==> config.mk <==
export PLATFORM = sky130hd
export DESIGN_NAME = spi_target
export DESIGN_NICKNAME = d
export VERILOG_FILES = /design/src/rtl/spi_target.sv
export SDC_FILE = /design/constraint.sdc
export NUM_CORES = 1
export LEC_CHECK = 0
export BUFFER_PORTS_ARGS = -buffer_cell sky130_fd_sc_hd__buf_2
export CAP_MARGIN = 20
export CORE_MARGIN = 2
export CORE_UTILIZATION = 55
export CTS_CLUSTER_SIZE = 14
export DETAILED_ROUTE_END_ITERATION = 12
export GPL_TIMING_DRIVEN = 0
export PLACE_DENSITY_LB_ADDON = 0.15
export SYNTH_ARGS = -nofsm -noshare
export SYNTH_HDL_FRONTEND = slang
export SYNTH_SLANG_ARGS = --single-unit
==> constraint.sdc <==
create_clock -name Clk -period 4.5 [get_ports Clk]
set_clock_uncertainty 0.15 [all_clocks]
set_input_delay 0.675 -clock Clk [delete_from_list [all_inputs] [get_ports Clk]]
set_output_delay 0.675 -clock Clk [all_outputs]
set_load 0.01 [all_outputs]
==> src/rtl/spi_target.sv <==
// SPI mode-0 target: synchronized pins, byte-wide rx strobe and
// tx holding register with idle-byte substitution on underrun.
//
// Ports:
//   Clk, Reset           system clock, async active-high reset
//   SPI_Clk/Cs/Di        host-side SPI pins (asynchronous)
//   SPI_Do, SPI_DoOe     MISO and its output enable
//   TxData, TxLoad       write strobe into transmit holding register
//   TxFull               holding register occupied
//   RxData, RxValid      last received byte and its one-cycle strobe
//   Selected             synchronized chip select (active high)
//   Underrun             IDLE_BYTE substituted at a byte start
module spi_target #(
  parameter int unsigned SYNC_STAGES = 2,
  parameter logic [7:0]  IDLE_BYTE   = 8'hFF
) (
  input  logic       Clk,
  input  logic       Reset,
  input  logic       SPI_Clk,
  input  logic       SPI_Cs,
  input  logic       SPI_Di,
  output logic       SPI_Do,
  output logic       SPI_DoOe,
  input  logic [7:0] TxData,
  input  logic       TxLoad,
  output logic       TxFull,
  output logic [7:0] RxData,
  output logic       RxValid,
  output logic       Selected,
  output logic       Underrun
);

  typedef enum logic {
    IDLE   = 1'b0,
    ACTIVE = 1'b1
  } state_t;

  logic [SYNC_STAGES-1:0] sck_sync_q;
  logic [SYNC_STAGES-1:0] cs_sync_q;
  logic [SYNC_STAGES-1:0] di_sync_q;
  logic                   sck_h_q;
  logic                   cs_h_q;

  state_t     state_q, state_d;
  logic [2:0] cnt_q, cnt_d;
  logic [7:0] tx_q, tx_d;
  logic [6:0] rx_q, rx_d;
  logic [7:0] hold_q, hold_d;
  logic       full_q, full_d;
  logic [7:0] rxdata_q, rxdata_d;
  logic       rxvalid_q, rxvalid_d;
  logic       underrun_q, underrun_d;

  logic sck_s, cs_s, di_s;
  logic sck_rise, sck_fall;
  logic cs_fall, cs_rise;
  logic reload;

  assign sck_s = sck_sync_q[SYNC_STAGES-1];
  assign cs_s  = cs_sync_q[SYNC_STAGES-1];
  assign di_s  = di_sync_q[SYNC_STAGES-1];

  assign sck_rise = sck_s & ~sck_h_q;
  assign sck_fall = ~sck_s & sck_h_q;
  assign cs_fall  = ~cs_s & cs_h_q;
  assign cs_rise  = cs_s & ~cs_h_q;

  // Pin synchronizers plus one history stage for edge detection.
  always_ff @(posedge Clk or posedge Reset) begin
    if (Reset) begin
      sck_sync_q <= '0;
      cs_sync_q  <= '1;
      di_sync_q  <= '0;
      sck_h_q    <= 1'b0;
      cs_h_q     <= 1'b1;
    end else begin
      sck_sync_q <= {sck_sync_q[SYNC_STAGES-2:0], SPI_Clk};
      cs_sync_q  <= {cs_sync_q[SYNC_STAGES-2:0], SPI_Cs};
      di_sync_q  <= {di_sync_q[SYNC_STAGES-2:0], SPI_Di};
      sck_h_q    <= sck_s;
      cs_h_q     <= cs_s;
    end
  end

  always_ff @(posedge Clk or posedge Reset) begin
    if (Reset) begin
      state_q    <= IDLE;
      cnt_q      <= 3'd0;
      tx_q       <= IDLE_BYTE;
      rx_q       <= 7'd0;
      hold_q     <= 8'd0;
      full_q     <= 1'b0;
      rxdata_q   <= 8'd0;
      rxvalid_q  <= 1'b0;
      underrun_q <= 1'b0;
    end else begin
      state_q    <= state_d;
      cnt_q      <= cnt_d;
      tx_q       <= tx_d;
      rx_q       <= rx_d;
      hold_q     <= hold_d;
      full_q     <= full_d;
      rxdata_q   <= rxdata_d;
      rxvalid_q  <= rxvalid_d;
      underrun_q <= underrun_d;
    end
  end

  always_comb begin
    state_d    = state_q;
    cnt_d      = cnt_q;
    tx_d       = tx_q;
    rx_d       = rx_q;
    hold_d     = hold_q;
    full_d     = full_q;
    rxdata_d   = rxdata_q;
    rxvalid_d  = 1'b0;
    underrun_d = 1'b0;
    reload     = 1'b0;

    unique case (state_q)
      IDLE: begin
        if (cs_fall) begin
          state_d = ACTIVE;
          reload  = 1'b1;
          // A coincident SCK rise counts as bit 0 of the new byte.
          if (sck_rise) begin
            rx_d  = {rx_q[5:0], di_s};
            cnt_d = 3'd1;
          end else begin
            cnt_d = 3'd0;
          end
        end
      end
      ACTIVE: begin
        if (cs_rise) begin
          // Abort: partial byte is dropped, holding register kept.
          state_d = IDLE;
          cnt_d   = 3'd0;
        end else if (sck_rise) begin
          rx_d  = {rx_q[5:0], di_s};
          cnt_d = cnt_q + 3'd1;
          if (cnt_q == 3'd7) begin
            rxdata_d  = {rx_q, di_s};
            rxvalid_d = 1'b1;
          end
        end else if (sck_fall) begin
          if (cnt_q == 3'd0) begin
            reload = 1'b1;
          end else begin
            tx_d = {tx_q[6:0], 1'b1};
          end
        end
      end
      default: state_d = IDLE;
    endcase

    if (reload) begin
      if (full_q) begin
        tx_d   = hold_q;
        full_d = 1'b0;
      end else begin
        tx_d       = IDLE_BYTE;
        underrun_d = 1'b1;
      end
    end

    // A load in the reload cycle refills after the old content is taken.
    if (TxLoad) begin
      hold_d = TxData;
      full_d = 1'b1;
    end
  end

  assign SPI_Do   = tx_q[7];
  assign Selected = (state_q == ACTIVE);
  assign SPI_DoOe = Selected;
  assign TxFull   = full_q;
  assign RxData   = rxdata_q;
  assign RxValid  = rxvalid_q;
  assign Underrun = underrun_q;

endmodule

=== Word-level counts from Yosys, hierarchy flattened ===
Cells that the tools add are included.

* Mux-type cells: 32
* Bitwise logic cells: 10
* Eq/ne operators: 7
* Reduce and logical (&&, ||, !) cells: 8
* $add $sub $neg: 1

{| class="wikitable"
|+ Operators with widths
! cell !! count
|-
| 8-bit 2-to-1 mux || 7
|-
| 7-bit 2-to-1 mux || 3
|-
| 1-bit 2-to-1 mux || 15
|-
| 7-bit one-hot mux with 2 select lines || 1
|-
| 3-bit 2-to-1 mux || 3
|-
| 2-bit != test, second input constant || 3
|-
| 1-bit inverter || 6
|-
| 3-bit one-hot mux with 2 select lines || 1
|-
| 2-bit nonzero test || 3
|-
| 5-bit AND reduction || 1
|-
| 1-bit bitwise AND || 4
|-
| 2-bit by 1-bit != test with 1-bit output, second input constant || 2
|-
| 1-bit one-hot mux with 2 select lines || 2
|-
| 2-bit AND reduction || 2
|-
| 4-bit AND reduction || 1
|-
| 3-bit by 1-bit adder with 3-bit output, second input constant || 1
|-
| 3-bit equality test, second input constant || 1
|-
| 3-bit logical NOT || 1
|-
| 3-bit by 1-bit != test with 1-bit output, second input constant || 1
|}

* Flip-flop bits (word level): 46
* Input port bits: 14
* Output and inout port bits: 14
* Logic and storage cells: 72

=== Depth between registers and ports, before layout ===
* Depth in word-level cells: 8
* Depth in mapped cells: 7
* Depth with buffers taken out: 6

=== Least setup slack after synthesis ===
OpenSTA, ideal clock, no wires.

* Path kind: input -> register
* Start point: in TxLoad
* End point: reg hold_q[0]
* Slack: 2904 ps
* Stages: 2
* Data required time: 4225 ps
* Setup time: 125 ps
* Path buffers: 1
* Data arrival time: 1321 ps
* Cells stage by stage: clkbuf_1 > mux2_2

{| class="wikitable"
|+ RTL lines
! what !! RTL line !! text
|-
| start, declared || 25 || <nowiki>input logic TxLoad,</nowiki>
|-
| end signal, assigned || 101 || <nowiki>hold_q <= hold_d;</nowiki>
|-
| end, declared || 48 || <nowiki>logic [7:0] hold_q, hold_d;</nowiki>
|}

No word-level cell between the ends.

=== Worst setup path in the final report ===
* Start point: reg state_q (netlist: SPI_DoOe)
* End point: out Selected

{| class="wikitable"
|+ RTL lines
! what !! RTL line !! text
|-
| start, declared || 44 || <nowiki>state_t state_q, state_d;</nowiki>
|-
| start signal, assigned || 97 || <nowiki>state_q <= state_d;</nowiki>
|-
| end, declared || 29 || <nowiki>output logic Selected,</nowiki>
|}

No word-level cell between the ends.

==> flow_summary.ini <==
[clock_tree]
cts-root-buf = clkbuf_4
htreeDepth = 2
numCtsBuffers = 5
cts_setup_buffers = 0
clk_pin_slew_worst_paths_ns = 0.13
worstSkewPairLatency_ns = 0.36
cts_tree = yes
cts.sinks = 46
clock_path_buffers = 2
cts.repair.resized = 0
cts.hold.buffers_added = 0

[critical_path]
criticalPathCategory = flip-flop to output pin
start_kind = flip-flop
path_max_fanout = 5
required_ns = 3.67
cp.arrival_ns = 1.07
endpoint_kind = output pin

[route]
drtAntennaViolNets = 0
detail_route.first_pass.iterations = 4
routedWlPerCell_um = 13.9
drc = 0
vias = 1181
wl_um = 3090
drt_iter0_drc = 75
vias_per_cell = 5.30

[timing]
slew_viol_final = 0
hold_slack_ns = 0.205
setup_slack_ns = 2.60
setup_viol = 0
finalHoldViolations = 0
min_period_ns = 1.90
rsz0062_at_grt = no
worst_pin_slew_ns = 0.905
fin_setup_tns_ns = 0
timing.final.crit_share = 0.421
slew-limit-headroom = 0.396
fmax_ghz = 0.527

[finish]
final_nets = 193
n_antenna_cell = 0
finish.instance_area_um2 = 2210
layout_commonest_cell = dfrtp_1
final_cells = 223
drive_above_1_share = 0.429
layout_common_cells = dfrtp_1 (35), buf_2 (26), mux2_2 (19)
syn2layout_area_growth_pct = 15.7

[die]
initial_core_util = 0.571
die_h_um = 62.9
ioPinCount = 28
die_x_um = 62.9
num_rows = 21
dieArea_um2 = 3950
core-area_um2 = 3340

[grt]
antenna_found_initial = 0
grt_start_max_net_pins = 47
overflow = 0
grt_pass1_vias = 1195
grt_pass1_wl_um = 5490
track_usage = 0.180

[synthesis]
seq_area_frac_synth = 0.611
yosys_warnings = 0
synth_fp_nets = 160
syn_area_per_cell_um2 = 13.3
netlist_area_um2 = 1910
synthDistinctLibCells = 33
synth_cells = 143
yosys_register_bits = 46

[placed_design]
post_dp_cell_area_um2 = 2090
post-place-ws_ns = 2.80
place.gp.congestion = 0.858
placed_cells_incl_taps = 215
portBuffers = 26
hpwlAfterDp_um = 2210

[power_and_ir_drop]
power_leakage_nw = 1.04
power_density_nw_per_um2 = 463
ir_drop_mv = 0.242

[hold_path]
hp-class = flip-flop to flip-flop

[run_status]
outcome = complete, no violations

[run]
maxCapViolCount = 0
-- synthesized netlist by cell type, drive strengths merged --
cell type | number | share of area
nand4bb | 2 | 0.012
buf | 3 | 0.014
nor2 | 4 | 0.0079
dfstp | 11 | 0.15
a21oi | 3 | 0.014
nand2 | 10 | 0.024
o32a | 1 | 0.0052
or2b | 1 | 0.0039
o21bai | 1 | 0.0059
or3b | 1 | 0.0059
nor3 | 7 | 0.018
a22oi | 1 | 0.0066
clkbuf | 1 | 0.0020
a22o | 1 | 0.0046
dfrtp | 35 | 0.46
nor2b | 1 | 0.0033
nand3 | 1 | 0.0092
a21o | 1 | 0.0039
o211ai | 2 | 0.010
mux2 | 23 | 0.14
o211a | 1 | 0.0052
o21ai | 18 | 0.047
and2 | 1 | 0.0033
inv | 5 | 0.0098
a211oi | 2 | 0.0079
nand2b | 3 | 0.0098
ha | 3 | 0.020
-- metrics by stage --
| stage | power, mW | util |
|---|---|---|
| finish | 1.02 | 0.661 |
| global route | 1.08 | 0.661 |
| CTS | 1.03 | 0.661 |
| floorplan | 0.666 | - |
| global placement | 0.703 | 0.628 |
| detailed placement | 0.717 | 0.628 |
-- per-layer routing --
metal  wire length (um)  share of wire  track usage
met1               1470           0.48        0.247
met2               1390           0.45        0.267
met3                174          0.056       0.0559
met4                 53          0.017       0.0750
met5                  0              0            0
-- critical path, stage by stage (launching register included) --
cell	delay, ns
dfrtp_1	0.45
buf_4	0.15
buf_2	0.12
-- report_power, final --
group | leakage, nW | total, mW | internal [mW] | switching, mW
sequential | 0.553 | 0.553 | 0.507 | 0.0462
clock | 0.0585 | 0.317 | 0.188 | 0.129
combinational | 0.429 | 0.152 | 0.0765 | 0.0751
total | 1.04 | 1.02 | 0.772 | 0.250
-- state kept, by name, summed over array words and instances (netlist names) --
name / count
sck_sync_q: 2
hold_q: 8
RxValid: 1
cs_sync_q: 2
cnt_q: 3
tx_q: 8
cs_h_q: 1
RxData: 8
Underrun: 1
SPI_DoOe: 1
di_sync_q: 2
TxFull: 1
rx_q: 7
sck_h_q: 1
-- cells by family (layout without fill, tap and decap cells) --
group | after synthesis | count (layout) | synth area share
adder cells (fa/ha/maj) | 3 | 3 | 0.0197
multiplexers | 23 | 23 | 0.136
buffers and inverters | 9 | 43 | 0.0256
AND/OR/NAND/NOR | 31 | 31 | 0.0971
AO/OA/AOI/OAI | 31 | 31 | 0.111
flip-flops | 46 | 46 | 0.611
-- cell type report --
class,count,area [um^2]
buffer,4,30.0
clock buffer,6,51.3
clock inverter,2,60.1
fill,267,1130
inverter,5,18.8
multi-input combinational,88,693
sequential,46,1160
tap,46,57.6
timing repair buffer,26,130
-- worst paths after layout --
| path | startpoint | endpoint | slack, ns | depth (start not counted) |
|---|---|---|---|---|
| max in group asynchronous | Reset | rx_q[5]$_DFFE_PP0P_ | 3.28 | 2 |
| worst min register to register | di_sync_q[0]$_DFF_PP0_ | di_sync_q[1]$_DFF_PP0_ | 0.20 | 0 |
| min in group asynchronous | Reset | rx_q[4]$_DFFE_PP0P_ | 0.35 | 2 |
| worst max register to register | cs_h_q$_DFF_PP1_ | tx_q[7]$_DFFE_PP1P_ | 2.78 | 5 |
| worst min-delay path | di_sync_q[0]$_DFF_PP0_ | di_sync_q[1]$_DFF_PP0_ | 0.20 | 0 |
| worst max-delay path | SPI_DoOe$_DFF_PP0_ | Selected | 2.60 | 2 |
No activity file was read; power rests on OpenSTA's default activity.
